[config.mk]
export PLATFORM = sky130hd
export DESIGN_NAME = dunit_loader_flat
export DESIGN_NICKNAME = d
export VERILOG_FILES = /design/src/rtl/dunit_pkg.sv /design/src/rtl/dunit_loader_if.sv /design/src/rtl/dunit_loader_word_assembler.sv /design/src/rtl/dunit_loader.sv /design/src/flat_wrapper.sv
export SDC_FILE = /design/constraint.sdc
export NUM_CORES = 1
export LEC_CHECK = 0
export ABC_CLOCK_PERIOD_IN_PS = 3500
export BUFFER_PORTS_ARGS = -buffer_cell sky130_fd_sc_hd__buf_2
export CAP_MARGIN = 20
export CORE_MARGIN = 3
export CORE_UTILIZATION = 55
export DETAILED_ROUTE_END_ITERATION = 12
export PLACE_DENSITY_LB_ADDON = 0.1
export SYNTH_ARGS = -nofsm -noshare
export SYNTH_HDL_FRONTEND = slang
export SYNTH_SLANG_ARGS = --single-unit
[constraint.sdc]
create_clock -name i_clk -period 3.5 [get_ports i_clk]
set_clock_uncertainty 0.2 [all_clocks]
set_input_delay 0.35 -clock i_clk [delete_from_list [all_inputs] [get_ports i_clk]]
set_output_delay 0.35 -clock i_clk [all_outputs]
set_load 0.01 [all_outputs]
[src/rtl/dunit_pkg.sv]
// Shared definitions for the debug-unit loader: FSM state codes and word constants.
package dunit_pkg;

  localparam int              BYTES_PER_WORD = 4;
  localparam logic [31:0]     HALT_WORD_DEF  = 32'hFFFF_FFFF;

  // 3-bit codes, also exported on o_state for debug readout
  typedef enum logic [2:0] {
    S_IDLE  = 3'd0,
    S_LOAD  = 3'd1,
    S_WRITE = 3'd2,
    S_READY = 3'd3,
    S_RUN   = 3'd4,
    S_STEP  = 3'd5,
    S_DONE  = 3'd6
  } state_e;

endpackage

[src/rtl/dunit_loader_if.sv]
// Byte stream in from the UART receiver, debug write port out to instruction memory.
interface dunit_loader_if #(
  parameter int NB_REG   = 32,
  parameter int NB_WIDHT = 9,
  parameter int NB_BYTE  = 8
);
  logic [NB_BYTE-1:0]  i_rx_data;
  logic                i_rx_valid;
  logic                o_dunit_w_en;
  logic [NB_WIDHT-1:0] o_dunit_addr;
  logic [NB_REG-1:0]   o_dunit_data;

  modport master (input i_rx_data, i_rx_valid,
                  output o_dunit_w_en, o_dunit_addr, o_dunit_data);
  modport slave  (output i_rx_data, i_rx_valid,
                  input o_dunit_w_en, o_dunit_addr, o_dunit_data);
endinterface

[src/rtl/dunit_loader_word_assembler.sv]
// Big-endian byte-to-word packer. The word is presented combinationally together
// with the last byte so the caller can latch it in the same cycle.
module word_assembler #(
  parameter int NB_BYTE = 8,
  parameter int N_BYTES = 4
) (
  input  logic                       i_clk,
  input  logic                       i_reset,
  input  logic                       i_clear,
  input  logic                       i_byte_valid,
  input  logic [NB_BYTE-1:0]         i_byte,
  output logic [NB_BYTE*N_BYTES-1:0] o_word,
  output logic                       o_word_valid
);
  localparam int                NB_CNT = $clog2(N_BYTES);
  localparam logic [NB_CNT-1:0] LAST   = NB_CNT'(N_BYTES - 1);

  logic [NB_CNT-1:0]                cnt;
  logic [NB_BYTE*(N_BYTES-1)-1:0]   shreg;

  assign o_word       = {shreg, i_byte};
  assign o_word_valid = i_byte_valid && !i_clear && (cnt == LAST);

  // shift accepted bytes in at the bottom; clear drops any partial word
  always_ff @(posedge i_clk or negedge i_reset) begin
    if (!i_reset) begin
      cnt   <= '0;
      shreg <= '0;
    end else if (i_clear) begin
      cnt   <= '0;
    end else if (i_byte_valid) begin
      shreg <= o_word[NB_BYTE*(N_BYTES-1)-1:0];
      cnt   <= (cnt == LAST) ? '0 : cnt + 1'b1;
    end
  end

endmodule

[src/rtl/dunit_loader.sv]
// Debug-unit front end: loads a program from the serial byte stream into
// instruction memory, then gates the pipeline clock for run / single-step.
module dunit_loader
  import dunit_pkg::*;
#(
  parameter int                NB_REG    = 32,
  parameter int                NB_WIDHT  = 9,
  parameter int                NB_BYTE   = 8,
  parameter logic [NB_REG-1:0] HALT_WORD = HALT_WORD_DEF
) (
  input  logic                i_clk,
  input  logic                i_reset,
  input  logic                i_load_req,
  input  logic                i_run_req,
  input  logic                i_step_req,
  input  logic                i_halt,
  dunit_loader_if.master      bus,
  output logic                o_dunit_clk_en,
  output logic                o_load_busy,
  output logic                o_load_done,
  output logic                o_overflow,
  output logic [NB_WIDHT-2:0] o_word_count,
  output logic [2:0]          o_state
);
  // last word-aligned address; reaching it without a halt word ends the load
  localparam logic [NB_WIDHT-1:0] LAST_ADDR =
    NB_WIDHT'(BYTES_PER_WORD * ((1 << (NB_WIDHT - 2)) - 1));
  localparam logic [NB_WIDHT-1:0] ADDR_STEP = NB_WIDHT'(BYTES_PER_WORD);

  state_e              state, state_n;
  logic                init;
  logic                byte_accept, word_valid;
  logic [NB_REG-1:0]   word;
  logic [NB_WIDHT-1:0] addr_q;
  logic [NB_REG-1:0]   data_q;
  logic [NB_WIDHT-2:0] wcnt_q;
  logic                done_q, ovf_q;
  logic                is_halt, at_last;

  assign is_halt = (data_q == HALT_WORD);
  assign at_last = (addr_q == LAST_ADDR);

  // A byte in WRITE starts the next word only if the load continues; a
  // simultaneous load request restarts and drops the byte.
  assign byte_accept = bus.i_rx_valid && !i_load_req &&
                       ((state == S_LOAD) ||
                        ((state == S_WRITE) && !is_halt && !at_last));

  word_assembler #(.NB_BYTE(NB_BYTE), .N_BYTES(BYTES_PER_WORD)) u_asm (
    .i_clk        (i_clk),
    .i_reset      (i_reset),
    .i_clear      (init),
    .i_byte_valid (byte_accept),
    .i_byte       (bus.i_rx_data),
    .o_word       (word),
    .o_word_valid (word_valid)
  );

  // state register
  always_ff @(posedge i_clk or negedge i_reset) begin
    if (!i_reset) state <= S_IDLE;
    else          state <= state_n;
  end

  // next-state logic and load-init strobe
  always_comb begin
    state_n = state;
    init    = 1'b0;
    unique case (state)
      S_IDLE: if (i_load_req) begin
        state_n = S_LOAD;
        init    = 1'b1;
      end
      S_LOAD: begin
        if (i_load_req) begin
          state_n = S_LOAD;
          init    = 1'b1;
        end else if (word_valid) begin
          state_n = S_WRITE;
        end
      end
      S_WRITE: begin
        if (i_load_req) begin
          state_n = S_LOAD;
          init    = 1'b1;
        end else if (is_halt || at_last) begin
          state_n = S_READY;
        end else begin
          state_n = S_LOAD;
        end
      end
      S_READY: begin
        if (i_load_req) begin
          state_n = S_LOAD;
          init    = 1'b1;
        end else if (i_run_req) begin
          state_n = S_RUN;
        end else if (i_step_req) begin
          state_n = S_STEP;
        end
      end
      S_RUN:  if (i_halt) state_n = S_DONE;
      S_STEP: state_n = i_halt ? S_DONE : S_READY;
      S_DONE: if (i_load_req) begin
        state_n = S_LOAD;
        init    = 1'b1;
      end
      default: state_n = S_IDLE;
    endcase
  end

  // address, word count, status flags and the write-data register
  always_ff @(posedge i_clk or negedge i_reset) begin
    if (!i_reset) begin
      addr_q <= '0;
      data_q <= '0;
      wcnt_q <= '0;
      done_q <= 1'b0;
      ovf_q  <= 1'b0;
    end else if (init) begin
      addr_q <= '0;
      wcnt_q <= '0;
      done_q <= 1'b0;
      ovf_q  <= 1'b0;
    end else if (state == S_LOAD) begin
      if (word_valid) data_q <= word;
    end else if (state == S_WRITE) begin
      wcnt_q <= wcnt_q + 1'b1;
      if (is_halt) begin
        done_q <= 1'b1;
      end else if (at_last) begin
        done_q <= 1'b1;
        ovf_q  <= 1'b1;
      end else begin
        addr_q <= addr_q + ADDR_STEP;
      end
    end
  end

  // Moore output decode
  assign o_dunit_clk_en   = (state == S_RUN) || (state == S_STEP);
  assign bus.o_dunit_w_en = (state == S_WRITE);
  assign o_load_busy      = (state == S_LOAD) || (state == S_WRITE);
  assign bus.o_dunit_addr = addr_q;
  assign bus.o_dunit_data = data_q;
  assign o_load_done      = done_q;
  assign o_overflow       = ovf_q;
  assign o_word_count     = wcnt_q;
  assign o_state          = state;

endmodule

[src/flat_wrapper.sv]
// flat-port wrapper written by rule: the top's interface ports become plain ports
module dunit_loader_flat import dunit_pkg::*;
#(
  parameter int                NB_REG    = 32,
  parameter int                NB_WIDHT  = 9,
  parameter int                NB_BYTE   = 8,
  parameter logic [NB_REG-1:0] HALT_WORD = HALT_WORD_DEF
)
  (i_clk, i_reset, i_load_req, i_run_req, i_step_req, i_halt, o_dunit_clk_en, o_load_busy, o_load_done, o_overflow, o_word_count, o_state, bus_i_rx_data, bus_i_rx_valid, bus_o_dunit_w_en, bus_o_dunit_addr, bus_o_dunit_data);
  dunit_loader_if #(.NB_REG(NB_REG), .NB_WIDHT(NB_WIDHT), .NB_BYTE(NB_BYTE)) bus_i ();
  input  logic i_clk;
  input  logic i_reset;
  input  logic i_load_req;
  input  logic i_run_req;
  input  logic i_step_req;
  input  logic i_halt;
  output logic o_dunit_clk_en;
  output logic o_load_busy;
  output logic o_load_done;
  output logic o_overflow;
  output logic [NB_WIDHT-2:0] o_word_count;
  output logic [2:0] o_state;
  input wire logic [$bits(bus_i.i_rx_data)-1:0] bus_i_rx_data;
  input wire logic [$bits(bus_i.i_rx_valid)-1:0] bus_i_rx_valid;
  output wire logic [$bits(bus_i.o_dunit_w_en)-1:0] bus_o_dunit_w_en;
  output wire logic [$bits(bus_i.o_dunit_addr)-1:0] bus_o_dunit_addr;
  output wire logic [$bits(bus_i.o_dunit_data)-1:0] bus_o_dunit_data;
  assign bus_i.i_rx_data = bus_i_rx_data;
  assign bus_i.i_rx_valid = bus_i_rx_valid;
  assign bus_o_dunit_w_en = bus_i.o_dunit_w_en;
  assign bus_o_dunit_addr = bus_i.o_dunit_addr;
  assign bus_o_dunit_data = bus_i.o_dunit_data;
  dunit_loader #(.NB_REG(NB_REG), .NB_WIDHT(NB_WIDHT), .NB_BYTE(NB_BYTE), .HALT_WORD(HALT_WORD)) u_core (.i_clk(i_clk), .i_reset(i_reset), .i_load_req(i_load_req), .i_run_req(i_run_req), .i_step_req(i_step_req), .i_halt(i_halt), .bus(bus_i), .o_dunit_clk_en(o_dunit_clk_en), .o_load_busy(o_load_busy), .o_load_done(o_load_done), .o_overflow(o_overflow), .o_word_count(o_word_count), .o_state(o_state));
endmodule
==> qor.yml, run 1 <==
yosysWarnings: 0
ant_nets: 0
dp_hpwl_um: 4700
status: "completed"
crit_family: "compound AO/OA/AOI/OAI gates"
cts_root_buf: "clkbuf_8"
final_layout_size_suffix_gt1_frac: 0.463
post_cts_buffers: 0
ys_seq_area_frac: 0.541
grt_pass1_vias: 2172
vdd_drop_max_mv: 0.365
gp_congestion: 0.858
ys_async_sr_fraction: 1.00
netlist_top_cells_area: "dfrtp_1 (54%), mux2_2 (12%), mux2_4 (7.5%)"
clock_sinks: 78
fin_area_sq_um: 4180
power_mw: 2.93
grt_max_degree: 79
fin_setup_tns_ps: 0
diodes: 0
fin_hold_ws_ps: 51.2
syn2layout_area_growth_pct: 15.8
cp-start-kind: "register"
use_met1: 0.293
initial_utilization: 0.589
slowest_delay_ps: 830
final_nets: 351
slew_viol_final: 0
clkLatencyLatePin_ps: 340
viasPerCell: 5.50
cts_tree: "built"
cp_max_fo: 26
path_class: "register to register"
met3_usage: 0.0378
synth_cells: 263
h-tree-depth: 3
wirelength_um: 6730
synth_cell_types: 52
yosysTopAreaCell: "dfrtp_1"
first_pass_iters: 4
antenna_found_initial: 0
p_sw_frac: 0.310
period_share: 0.788
die_area_sq_um: 7570
placed_area_sq_um: 3950
synth-main-ff-cell: "dfrtp_1"
wl_per_cell_um: 16.3
min_period_ps: 2760
max-slew-margin-rel: 0.295
r2r_start: "u_core.o_state[0]"
cp.arrival_ps: 2780
num_rows: 28
drt_iter0_markers: 130
cp.buffers_inverters: 0
grtUsageMet2: 0.273
die_y_um: 87.0
power_density_nw_per_um2: 700
synth_common_cells: "dfrtp_1 (78), mux2_2 (37), mux2_4 (18)"
hp-start: "bus_i_rx_data[7]"
port_buffers: 69
net-switching-power_mw: 0.909
hold_path.class: "primary input to register"
grt_overflow: 0
numCtsBuffers: 9
ys_ff_latch: 78
pwr-share-comb: 0.282
synth_edf_count: 0
synth.cell_area_sq_um: 3610
netlist.area_leader.share: 0.541
rsz0062_at_grt: "false"
postSynthAreaPerCell_sq_um: 13.7
grt_pass1_wl_um: 11200
fp.dieW_um: 87.0
p_leak_nw: 2.24
cts_max_path_buffers: 2
grt_usage: 0.192
drv_cap: 0
intPower_mw: 2.02
pwr-share-clk: 0.255
clkTransAtPathRegs_ps: 70
endpoint_kind: "register"
fmax_mhz: 363
worst_pin_slew_ps: 1050
drc: 0
vias: 2265
cpMaxStageDelayCell: "o21ai_4"
critPathLaunch: "u_core.o_state[0]"
setup_viol: 0
worstPathCellList: "nand2b_4, nand2b_1, a2111oi_4, o21ai_4, mux2_2"
hold_viol: 0
synth.most_common_cell: "dfrtp_1"
io_pins: 72
seq_power_share: 0.463
grt.busiest_layer: "met1"
core_area_sq_um: 6130
cp.required_ps: 3530
fin_util: 0.682
-- power groups by stage --
| stage | registers (mW) | logic (mW) | clock network, mW |
|---|---|---|---|
| 2_1_floorplan | 1.33 | 0.644 | 0 |
| 3_3_place_gp | 1.36 | 0.806 | 0 |
| 3_5_place_dp | 1.37 | 0.827 | 0 |
| 4_1_cts | 1.36 | 0.835 | 0.760 |
| 5_1_grt | 1.40 | 0.906 | 0.805 |
| 6_report | 1.36 | 0.826 | 0.746 |
-- kinds of logic (layout without fill, tap and decap cells) --
| kind of cell | count (synthesis) | count (layout) | synth area share |
|---|---|---|---|
| muxes | 61 | 61 | 0.207 |
| other | 1 | 2 | 0.00104 |
| DFF | 78 | 78 | 0.541 |
| adders and majority gates | 4 | 4 | 0.0139 |
| buffers and inverters | 17 | 90 | 0.0350 |
| xor gates and xnor gates | 7 | 7 | 0.0170 |
| and+or+nand+nor | 67 | 67 | 0.118 |
| AOI/OAI and AO/OA | 28 | 28 | 0.0672 |
-- sequential cells by signal, indices dropped and copies added (netlist names) --
signal,count
u_core.bus.o_dunit_addr,7
u_core.bus.o_dunit_data,32
u_core.o_load_done,1
u_core.o_overflow,1
u_core.o_state,3
u_core.o_word_count,8
u_core.u_asm.cnt,2
u_core.u_asm.shreg,24
-- worst paths after layout --
kind	slack [ps]	cells after the start	endpoint
max in group asynchronous	1970	2	u_core.o_state[0]
worst max register to register	740	5	u_core.u_asm.shreg[5]
worst min register to register	280	2	u_core.o_load_done
worst max-delay path	740	5	u_core.u_asm.shreg[5]
worst min-delay path	50	2	u_core.bus.o_dunit_data[7]
min in group asynchronous	510	2	u_core.u_asm.shreg[17]
-- routing by layer --
layer / wire length, um / up-vias
li1: - / 1091
met1: 3340 / 1104
met2: 2940 / 62
met3: 373 / 8
met4: 82 / 0
met5: 0 / -
-- placed cells by master, fill, tap and decap left out, types with 2 or more instances in the layout --
master     instances
and3_1             4
nand4_1            9
clkbuf_8          10
nand2_1           15
inv_1              3
nand3_1            5
nor4_4             2
a211oi_1           3
dfrtp_1           78
mux2i_1            5
buf_4              2
o21ai_0            4
nor2_1            13
nand4_2            2
ha_1               4
buf_2             68
a31o_2             2
and4_1             2
a21oi_1            5
xor2_1             3
mux2_4            18
xnor2_1            4
mux2_2            37
nand2b_1           6
conb_1             2
bufinv_16          2
-- per-stage QoR --
stage	cells	setup WS, ps
detailed placement	395	740
floorplan	264	1170
CTS	412	695
global placement	395	770
finish	412	742
global route	412	584
-- timing repair --
action,in CTS,in global routing
hold buffers,1,0
hold endpoints to repair,35,0
gates resized for setup,0,0
-- cell type report --
cell class / instances / area [sq um]
Fill cell: 458 / 1950
Tap cell: 75 / 93.8
Sequential cell: 78 / 1950
Clock inverter: 5 / 81.3
Clock buffer: 11 / 141
Timing Repair Buffer: 71 / 365
Inverter: 3 / 11.3
Multi-Input combinational cell: 169 / 1540
(Power assumes the default switching activity.)
==> run 2, diff against run 1 <==
- ABC_CLOCK_PERIOD_IN_PS: 3500 -> 2400
- CORE_UTILIZATION: 55 -> 49
- clock period: 3.5 -> 2.4 ns (I/O delays scaled with it)
==> run 2 against run 1 <==
Compared with the run above:
- non-clock buffer count up 22
- sequential cell count is the same
- clock power rose by 41%
==> qor.yml, run 2 (synthesis results as in run 1) <==
largest_register_ffs: 32  # unchanged
final_common_cell: "dfrtp_1"
clkLatencyLatePin_ps: 350  # about the same
clock_sinks: 78  # unchanged
slew_viol_final: 0  # unchanged
core_area_sq_um: 6980  # +14%
vdd_drop_max_mv: 0.657  # +80%
port_buffers: 69  # unchanged
r2r_slack_ps: 130  # -610 ps
grtUsageMet2: 0.254  # -0.0182
grt_usage: 0.179  # -0.0136
drv_cap: 0  # unchanged
min_period_ps: 2280
grt_pass1_vias: 2292  # +5.5%
hold_viol: 0  # unchanged
r2r_end: "u_core.u_asm.shreg[21]"
r2r_start: "u_core.bus.o_dunit_addr[2]"
die_y_um: 91.8  # +5.5%
clkTransAtPathRegs_ps: 80  # about the same
drt_iter0_markers: 81  # -38%
first_pass_iters: 4  # unchanged
cp.arrival_ps: 1840  # -940 ps
status: "completed"
fmax_mhz: 438
viasPerCell: 5.23  # -4.9%
final_cells: 454  # +10%
antenna_found_initial: 0  # unchanged
fin_setup_tns_ps: 0  # unchanged
num_rows: 30  # +7.1%
fillCellCount: 590  # +29%
mostFrequentLayoutCells: "dfrtp_1 (78), buf_2 (68), mux2_2 (37), mux2_4 (18), nand2_1 (15)"
hold_path.class: "primary input to register"
grt.busiest_layer: "met1"
worst_pin_slew_ps: 561  # -493 ps
h-tree-depth: 3  # unchanged
path_class: "register to output pin"
wl_per_cell_um: 15.2  # -7.1%
hold_depth: 2  # unchanged
dp_hpwl_um: 5000  # +6.4%
final_nets: 373  # +6.3%
period_share: 0.951
cts_max_path_buffers: 2  # unchanged
syn2layout_area_growth_pct: 22.0
cts_root_buf: "clkbuf_8"
setup_viol: 0  # unchanged
post_cts_buffers: 0  # unchanged
initial_utilization: 0.517  # -0.0718
endpoint_kind: "output pin"
cts.repair.resized: 0  # unchanged
rr_worst_depth: 7  # +2
vias: 2374  # +4.8%
cp-start-kind: "register"
gp_congestion: 0.776  # -9.6%
ant_nets: 0  # unchanged
grt_max_degree: 46  # -42%
dp_cells: 430  # +8.9%
rsz0062_at_grt: "false"
grt_pass1_wl_um: 11900  # +6.5%
min_to: "u_core.o_word_count[0]"
cp_max_fo: 11  # -58%
diodes: 0  # unchanged
met3_usage: 0.0500  # +0.0122
max-slew-margin-rel: 0.626  # +0.331
io_pins: 72  # unchanged
final_layout_size_suffix_gt1_frac: 0.475  # +0.0120
power_density_nw_per_um2: 976  # +39%
die_area_sq_um: 8430  # +11%
numCtsBuffers: 9  # unchanged
hp-start: "i_load_req"
fp.dieW_um: 91.8  # +5.5%
use_met1: 0.265  # -0.0280
cp.required_ps: 1960  # -1570 ps
drc: 0  # unchanged
wirelength_um: 6890  # +2.4%
cts_tree: "built"
grt_overflow: 0  # unchanged
p_leak_nw: 2.34  # +4.5%
-- run 2: changes by cell type in the layout (fill, tap and decap cells not counted), sizes merged --
cell,delta
clkbuf,-2
clkinvlp,+2
inv,-1
dlygate4sd3,+8
buf,+14
-- run 2: layout make-up --
cell class	count	area, sq um	share of cell area
clock buffer	9	124	0.0281
sequential	78	1950	0.443
multi-input combinational	169	1540	0.348
inverter	3	11.3	0.00256
clock inverter	6	87.6	0.0199
timing repair buffer	93	576	0.131
tap	96	120	0.0273
-- run 2: worst max path at each step --
| stage | from | end | slack [ps] | cells past startpoint |
|---|---|---|---|---|
| 2_1_floorplan | u_core.bus.o_dunit_addr[2] | u_core.u_asm.shreg[10] | 70 | 7 |
| 3_5_place_dp | u_core.bus.o_dunit_addr[2] | u_core.u_asm.shreg[1] | 130 | 7 |
| 5_1_grt | u_core.o_state[0] | bus_o_dunit_w_en | 2 | 6 |
| 4_1_cts | u_core.o_state[0] | bus_o_dunit_w_en | 110 | 6 |
| 6_report | u_core.o_state[0] | bus_o_dunit_w_en | 120 | 6 |
| 3_3_place_gp | u_core.bus.o_dunit_addr[2] | u_core.u_asm.shreg[1] | 160 | 7 |
-- run 2: worst max-delay path, cell delays in order (launching register included) --
cell      delay [ps]
dfrtp_1          540
nand2b_4         210
nand2b_1         200
buf_4            200
inv_1             60
buf_4            150
buf_2            130
-- run 2: metrics by stage --
| step | setup slack, ps | power [mW] | hold WS, ps | util | instance area (sq um) |
|---|---|---|---|---|---|
| 2_1_floorplan | 68.4 | 2.88 | -256 | - | 3610 |
| 3_3_place_gp | 157 | 3.24 | 70.1 | 0.588 | 4100 |
| 3_5_place_dp | 128 | 3.28 | 74.1 | 0.588 | 4100 |
| 4_1_cts | 111 | 4.34 | 84.9 | 0.631 | 4410 |
| 5_1_grt | 2.45 | 4.57 | 94.1 | 0.631 | 4410 |
| 6_report | 117 | 4.30 | 90.6 | 0.631 | 4410 |
-- run 2: metal layers --
metal / share of wire / wire length, um
met1: 0.49 / 3400
met2: 0.45 / 3100
met3: 0.045 / 313
met4: 0.011 / 73
met5: 0 / 0
-- run 2: power by group --
part	switching [mW]	internal, mW
registers	0.326	1.65
clock network	0.475	0.577
logic	0.525	0.747
-- run 2: what timing repair did --
item,CTS,global route
endpoints found under the setup margin,0,0
hold endpoints to repair,58,0
hold buffers,9,0
